[src/rtl/pipe_hazard_ctrl_pkg.sv]
// pipe_pkg: forward-select codes and multi-cycle FSM state type shared by the hazard controller
package pipe_pkg;
  localparam logic [1:0] FWD_RF  = 2'b00;
  localparam logic [1:0] FWD_WB  = 2'b01;
  localparam logic [1:0] FWD_MEM = 2'b10;
  typedef enum logic {IDLE, BUSY} mc_state_t;
endpackage

[src/rtl/pipe_hazard_ctrl_sat_counter.sv]
// sat_counter: W-bit up-counter that sticks at all-ones
//   clk, rst (sync, active high), inc (count enable) -> cnt
module sat_counter #(
  parameter int W = 16
) (
  input  logic         clk,
  input  logic         rst,
  input  logic         inc,
  output logic [W-1:0] cnt
);
  always_ff @(posedge clk)
    cnt <= rst ? '0 : (inc && !(&cnt)) ? cnt + W'(1) : cnt;
endmodule

[src/rtl/pipe_hazard_ctrl.sv]
// pipe_hazard_ctrl: 5-stage pipeline forwarding, load-use stall, branch flush and multi-cycle EX stall control
//   inputs : clk, rst, register numbers per stage, write enables, loadE/pcsrcE/mcstartE
//   outputs: forwardAE/BE mux selects, stallF/D/E, flushD/E/M, mcdoneE, stall_cnt/flush_cnt
module pipe_hazard_ctrl
  import pipe_pkg::*;
#(
  parameter int RA_W   = 5,
  parameter int MC_LAT = 4,
  parameter int CNT_W  = 16
) (
  input  logic             clk,
  input  logic             rst,
  input  logic [RA_W-1:0]  rs1D,
  input  logic [RA_W-1:0]  rs2D,
  input  logic [RA_W-1:0]  rs1E,
  input  logic [RA_W-1:0]  rs2E,
  input  logic [RA_W-1:0]  rdE,
  input  logic [RA_W-1:0]  rdM,
  input  logic [RA_W-1:0]  rdW,
  input  logic             regwriteM,
  input  logic             regwriteW,
  input  logic             loadE,
  input  logic             pcsrcE,
  input  logic             mcstartE,
  output logic [1:0]       forwardAE,
  output logic [1:0]       forwardBE,
  output logic             stallF,
  output logic             stallD,
  output logic             stallE,
  output logic             flushD,
  output logic             flushE,
  output logic             flushM,
  output logic             mcdoneE,
  output logic [CNT_W-1:0] stall_cnt,
  output logic [CNT_W-1:0] flush_cnt
);
  localparam int MC_W = $clog2(MC_LAT);
  mc_state_t state, state_n;
  logic [MC_W-1:0] cnt, cnt_n;
  logic lwstall, mc_stall, br;
  assign forwardAE = rst ? FWD_RF
                   : (regwriteM && rdM != '0 && rdM == rs1E) ? FWD_MEM
                   : (regwriteW && rdW != '0 && rdW == rs1E) ? FWD_WB : FWD_RF;
  assign forwardBE = rst ? FWD_RF
                   : (regwriteM && rdM != '0 && rdM == rs2E) ? FWD_MEM
                   : (regwriteW && rdW != '0 && rdW == rs2E) ? FWD_WB : FWD_RF;
  assign lwstall = !rst && loadE && rdE != '0 && (rdE == rs1D || rdE == rs2D);
  // a stalled E cannot hold a new branch, so pcsrcE only counts while idle
  assign br = !rst && pcsrcE && state == IDLE;
  always_comb begin
    state_n  = state;
    cnt_n    = cnt;
    mc_stall = 1'b0;
    mcdoneE  = 1'b0;
    if (state == IDLE) begin
      if (mcstartE && !pcsrcE) begin
        mc_stall = 1'b1;
        cnt_n    = MC_W'(MC_LAT - 2);
        state_n  = BUSY;
      end
    end else if (cnt != '0) begin
      mc_stall = 1'b1;
      cnt_n    = cnt - MC_W'(1);
    end else begin
      mcdoneE = 1'b1;
      state_n = IDLE;
    end
    if (rst) begin
      mc_stall = 1'b0;
      mcdoneE  = 1'b0;
    end
  end
  always_ff @(posedge clk) begin
    state <= rst ? IDLE : state_n;
    cnt   <= rst ? '0 : cnt_n;
  end
  assign stallF = mc_stall || lwstall;
  assign stallD = mc_stall || lwstall;
  assign stallE = mc_stall;
  assign flushD = br;
  // never bubble E while it holds a multi-cycle op
  assign flushE = br || (lwstall && !mc_stall);
  assign flushM = mc_stall;
  sat_counter #(.W(CNT_W)) u_stall_cnt (.clk(clk), .rst(rst), .inc(stallF), .cnt(stall_cnt));
  sat_counter #(.W(CNT_W)) u_flush_cnt (.clk(clk), .rst(rst), .inc(flushD || flushE), .cnt(flush_cnt));
endmodule
[config.mk]
export PLATFORM = sky130hd
export DESIGN_NAME = pipe_hazard_ctrl
export DESIGN_NICKNAME = d
export VERILOG_FILES = /design/src/rtl/pipe_hazard_ctrl_pkg.sv /design/src/rtl/pipe_hazard_ctrl_sat_counter.sv /design/src/rtl/pipe_hazard_ctrl.sv
export SDC_FILE = /design/constraint.sdc
export NUM_CORES = 1
export LEC_CHECK = 0
export CAP_MARGIN = 40
export CORE_MARGIN = 2
export CORE_UTILIZATION = 50
export CTS_BUF_LIST = sky130_fd_sc_hd__clkbuf_8
export DETAILED_ROUTE_END_ITERATION = 6
export GPL_TIMING_DRIVEN = 0
export MAX_ROUTING_LAYER = met4
export PLACE_DENSITY = 0.89
export SYNTH_ARGS = -nofsm -noshare
export SYNTH_HDL_FRONTEND = slang
export SYNTH_SLANG_ARGS = --single-unit
[constraint.sdc]
create_clock -name clk -period 5 [get_ports clk]
set_clock_uncertainty 0.1 [all_clocks]
set_input_delay 1.5 -clock clk [delete_from_list [all_inputs] [get_ports clk]]
set_output_delay 1.5 -clock clk [all_outputs]
set_load 0.01 [all_outputs]
-- Word level (Yosys, flattened, before mapping)
Cells that the tools add are included.
- bits in registers: 35
- bits of input ports: 42
- output and inout port bits: 43
- logic and storage cells: 63
- add/subtract/negate cells: 3
- eq/ne operators: 7
- mux-type cells: 16
- bitwise gates (word level): 1
- reduce and logical (&&, ||, !) cells: 32
- operators by type and width (cell ; number):
    $add 16x1->16 const B ; 2
    $reduce_and 16->1 ; 2
    $eq 5x5->1 ; 6
    $logic_and 1x1->1 ; 15
    $reduce_bool 5->1 ; 3
    $mux 2 ; 7
    $mux 1 ; 9
    $logic_not 1->1 ; 5
    $logic_or 1x1->1 ; 4
    $reduce_bool 2->1 ; 2
    $ne 2x1->1 const B ; 1
    $reduce_and 2->1 ; 1
    $sub 2x1->2 const B ; 1
    $not 1->1 ; 1

-- Logic depth before layout (Yosys ltp)
- word-level depth: 10
- depth in mapped cells: 10
- depth with buffers taken out: 8

-- By module
A second synthesis with hierarchy kept.
- cell total of the unflattened synthesis: 271
- area total of the unflattened synthesis: 2290.9 um^2
- modules (own cells, without submodules) (module ; times used ; cells an instance ; area an instance (um^2) ; sequential area each (um^2)):
    sat_counter ; 2 ; 96 ; 833.3 ; 320.3
    pipe_hazard_ctrl ; 1 ; 79 ; 624.3 ; 60.1

-- Worst setup path before layout
OpenSTA, ideal clock, no wires.
- kind: input port to output port
- from: input port rdM[1]
- to: output port forwardAE[0]
- arrival: 2.863 ns
- required time: 3.400 ns
- setup slack: 0.537 ns
- stages on the path: 4
- path buffers: 0
- path through: or4_1 -> o21ai_0 -> nor3_1 -> nor4_1
- longest elaborated chain between the ends: 5
- elaborated cells on any way between the ends: 6
- those cells by class: 1 x eq/ne; 2 x mux; 3 x reduce/logical
- ends and longest elaborated chain (element ; line ; RTL):
    start: declaration ; pipe_hazard_ctrl.sv:18 ; input logic [RA_W-1:0] rdM,
    $reduce_bool 5->1 ; pipe_hazard_ctrl.sv:42 ; : (regwriteM && rdM != '0 && rdM == rs1E) ? FWD_MEM
    $logic_and 1x1->1 ; pipe_hazard_ctrl.sv:42 ;
    $logic_and 1x1->1 (*) ; pipe_hazard_ctrl.sv:42 ;
    $mux 2 (*) ; pipe_hazard_ctrl.sv:42 ;
    $mux 2 (*) ; pipe_hazard_ctrl.sv:41 ; assign forwardAE = rst ? FWD_RF
    end: declaration ; pipe_hazard_ctrl.sv:25 ; output logic [1:0] forwardAE,
Every way passes the cells marked *; elsewhere a longest branch is shown, timed or not.

-- Worst setup path in the final report
- from: input port rdM[1]
- to: output port forwardBE[1]
- longest elaborated chain between the ends: 5
- elaborated cells on any way between the ends: 6
- those cells by class: 1 x eq/ne; 2 x mux; 3 x reduce/logical
- ends and longest elaborated chain (element ; line ; RTL):
    $reduce_bool 5->1 ; pipe_hazard_ctrl.sv:45 ; : (regwriteM && rdM != '0 && rdM == rs2E) ? FWD_MEM
    $logic_and 1x1->1 ; pipe_hazard_ctrl.sv:45 ;
    $logic_and 1x1->1 (*) ; pipe_hazard_ctrl.sv:45 ;
    $mux 2 (*) ; pipe_hazard_ctrl.sv:45 ;
    $mux 2 (*) ; pipe_hazard_ctrl.sv:44 ; assign forwardBE = rst ? FWD_RF
    end: declaration ; pipe_hazard_ctrl.sv:26 ; output logic [1:0] forwardBE,
Marked as above.

==> out/results.txt <==
CTS Buffer Depth: 2
die outline height: 71.77 µm
initial antenna violation count: 0
total clock buffers created by CTS: 5
WHS: 0.3869 ns
Synthesized Nets: 323
Worst Path Buf+Inv: 2
Mapped Cells: 278
Most used DFF post-synth: dfxtp_1
largest net degree at the start of global routing: 11
share of post-route cells with drive strength above 1: 0.09946
Post-DP HPWL: 4.816 mm
delay-heaviest family, CP: buffers and inverters
Core Footprint: 4384 µm²
Final Hold Viols: 0
PD cells: 184.4 nW/µm²
Total Power: 0.0006138 W
Starting Density: 0.5237
final setup fails: 0
DR WL/cell: 15.57 µm
vias in the first global route: 2,365
Post-DRT Antenna Nets: 0
post-synthesis instance area: 2296 µm²
Tightest Pin Transition: 0.4862 ns
Vias/cell: 5.908
Leak: 1.238 nW
drt first pass iters: 4
Crit Path Category: input pin to primary output
post-synth cell types: 46
cell mode on critical path: clkdlybuf4s50_1
antenna cell count: 0
# DRC: 0
Worst-Skew Late Latency: 0.29 ns
Yosys top cell area share: 0.3052
VDD IR max: 141.7 µV
synthesized area per cell: 8.259 µm²
CTS hold repair buffers: 0
H-tree levels: 2
Hold Path Class: flop to flop
crit end category: primary output
Routed WL: 6.603 mm
highest metal used: met4
nets: 416
Final min period: 4.918 ns
met3 WL post-DR: 445 µm
critical path cell sequence: clkdlybuf4s50_1, or4_4, o21ai_4, nor4_1, clkdlybuf4s50_1
maximum clock rate: 203.3 MHz
RSZ-0062 raised after global routing: no
Critical Path RT: 3.40 ns
gr ovfl total: 0
die width: 71.77 µm
Post-synth EDFFs: 0
slew margin rel.: 0.6759
met2 WL post-DR: 3.332 mm
M1 wire length: 2.660 mm
Top-Level Pins: 85
Startpoint Class: input pin
vias: 2,505
global-route wire length before repair: 10.64 mm
Slew Limit Fails: 0
CP max FO: 4
CTS sink cnt: 35
row cnt: 24
GP Congestion: 0.8721
Seq/Total Area, Yosys: 0.3052
slowest CP cell: or4_4
synthesis warning total: 0
post-route clock period utilization: 0.9836
CP arrival: 3.32 ns
asr flop ratio synth: 0
IO Port Bufs: 83
Yosys reg bits: 35
crit-path max cell delay: 0.57 ns
Clock transition at path regs: 0.07 ns
clock root buffer: clkbuf_8
status: finished clean
Die Area: 5150 µm²
Synth area leaders: dfxtp_1, xnor2_1, xor2_1
CTS tree: done
Synth-to-Final Area Change: 45.01%
Max Cap Violations: 0
leading area contributor after synthesis: dfxtp_1
Fill cells: 337
gr usage total: 0.2671
Initial DRC Count: 255
[power breakdown]
group	switching, W	total, W	leakage, nW	internal (W)
clock	0.000106	0.000200	0.0505	0.0000937
sequential	0.00000341	0.000285	0.283	0.000282
combinational	0.0000599	0.000129	0.905	0.0000686
total	0.000170	0.000614	1.24	0.000444
[layer usage]
layer,global-route usage,vias to the layer above
li1,-,1218
met1,0.3017,1166
met4,0.09434,0
met5,-,-
met2,0.4619,106
met3,0.06048,15
[per-stage QoR]
step | setup TNS, ns | instance area, µm² | std cells | worst slack (ns) | util
after floorplan | 0 | 2296 | 278 | 0.5369 | -
after global placement | -1.952 | 3192 | 413 | -0.4665 | 0.7280
after detailed placement | -2.140 | 3192 | 413 | -0.4743 | 0.7280
after CTS | 0 | 3286 | 423 | 0.005143 | 0.7494
after global routing | 0 | 3329 | 424 | 0.02825 | 0.7594
final | 0 | 3329 | 424 | 0.08206 | 0.7594
[flip-flops by register name, indices dropped and copies added (netlist names)]
name and cells:
u_stall_cnt.cnt 16, u_flush_cnt.cnt 16, state 1, cnt 2
[cell usage in the layout (no fill, tap or decap), drive strengths merged, types with 3 or more instances in the layout]
| cell | synthesis | layout |
|---|---|---|
| a21oi | 19 | 19 |
| and2 | 3 | 3 |
| and3 | 8 | 8 |
| buf | 4 | 8 |
| clkbuf | 6 | 12 |
| clkdlybuf4s50 | 0 | 70 |
| dfxtp | 35 | 35 |
| dlygate4sd2 | 0 | 6 |
| dlymetal6s2s | 0 | 5 |
| ha | 3 | 3 |
| inv | 6 | 8 |
| mux2 | 5 | 5 |
| mux2i | 5 | 5 |
| nand2 | 19 | 19 |
| nand3 | 18 | 18 |
| nand4 | 11 | 11 |
| nor2 | 22 | 22 |
| nor2b | 5 | 5 |
| nor3 | 6 | 6 |
| nor4 | 8 | 8 |
| o211ai | 4 | 4 |
| o21ai | 13 | 13 |
| o31ai | 8 | 8 |
| or3 | 9 | 9 |
| or4 | 11 | 11 |
| xnor2 | 21 | 21 |
| xor2 | 13 | 13 |
[worst register-to-register path, delay by kind of cell, from the launching register on]
family / cells / cell delay [ns]
flops: 1 / 0.35
fa+ha+maj: 1 / 0.19
compound gates: 4 / 0.82
simple gates: 2 / 0.78
buf+inv: 1 / 0.05
[final cells by class]
| class | instances | area (µm²) | share of cell area |
|---|---|---|---|
| well taps | 52 | 65.06 | 0.01954 |
| inverters | 6 | 22.52 | 0.006764 |
| repair buffers | 86 | 848.3 | 0.2548 |
| flip-flops and latches | 35 | 700.7 | 0.2104 |
| clock inverters | 3 | 12.51 | 0.003758 |
| multi-input cells | 227 | 1535 | 0.4611 |
| plain buffers | 10 | 76.32 | 0.02292 |
| clock buffers | 5 | 68.82 | 0.02067 |
[synthesized netlist by cell type, types with 6 or more instances]
cell	count
nor4_1	7
xnor2_1	21
or4_1	10
o21ai_0	8
and3_1	8
o31ai_1	8
nand4_1	11
nor2_1	22
nor3_1	6
dfxtp_1	35
inv_1	6
clkbuf_1	6
nand3_1	18
nand2_1	19
a21oi_1	17
xor2_1	13
or3_1	9
[logic make-up after synthesis]
logic type               count (synthesis)  share of synthesized area
AO/OA/AOI/OAI                           54                     0.1570
XOR/XNOR                                34                     0.1297
adder cells (fa/ha/maj)                  3                    0.01635
buffers and inverters                   16                    0.04141
flip-flops                              35                     0.3052
multiplexers                            10                    0.04632
AND/OR/NAND/NOR                        126                     0.3041
[path summary, 6_finish.rpt]
path / from / to / slack [ns] / cells after the start
setup / recovery: rdM[1] / forwardBE[1] / 0.08 / 5
hold / removal: cnt[1] / cnt[1] / 0.39 / 2
setup reg to reg: cnt[0] / u_stall_cnt.cnt[15] / 2.63 / 8
hold reg to reg: cnt[1] / cnt[1] / 0.39 / 2
[what timing repair did]
item	4_1_cts	5_1_grt
resized for setup	13	18
setup buffers	2	1
endpoints found under the setup margin	7	5
pin swaps	2	3
No activity file was read; power rests on OpenSTA's default activity.
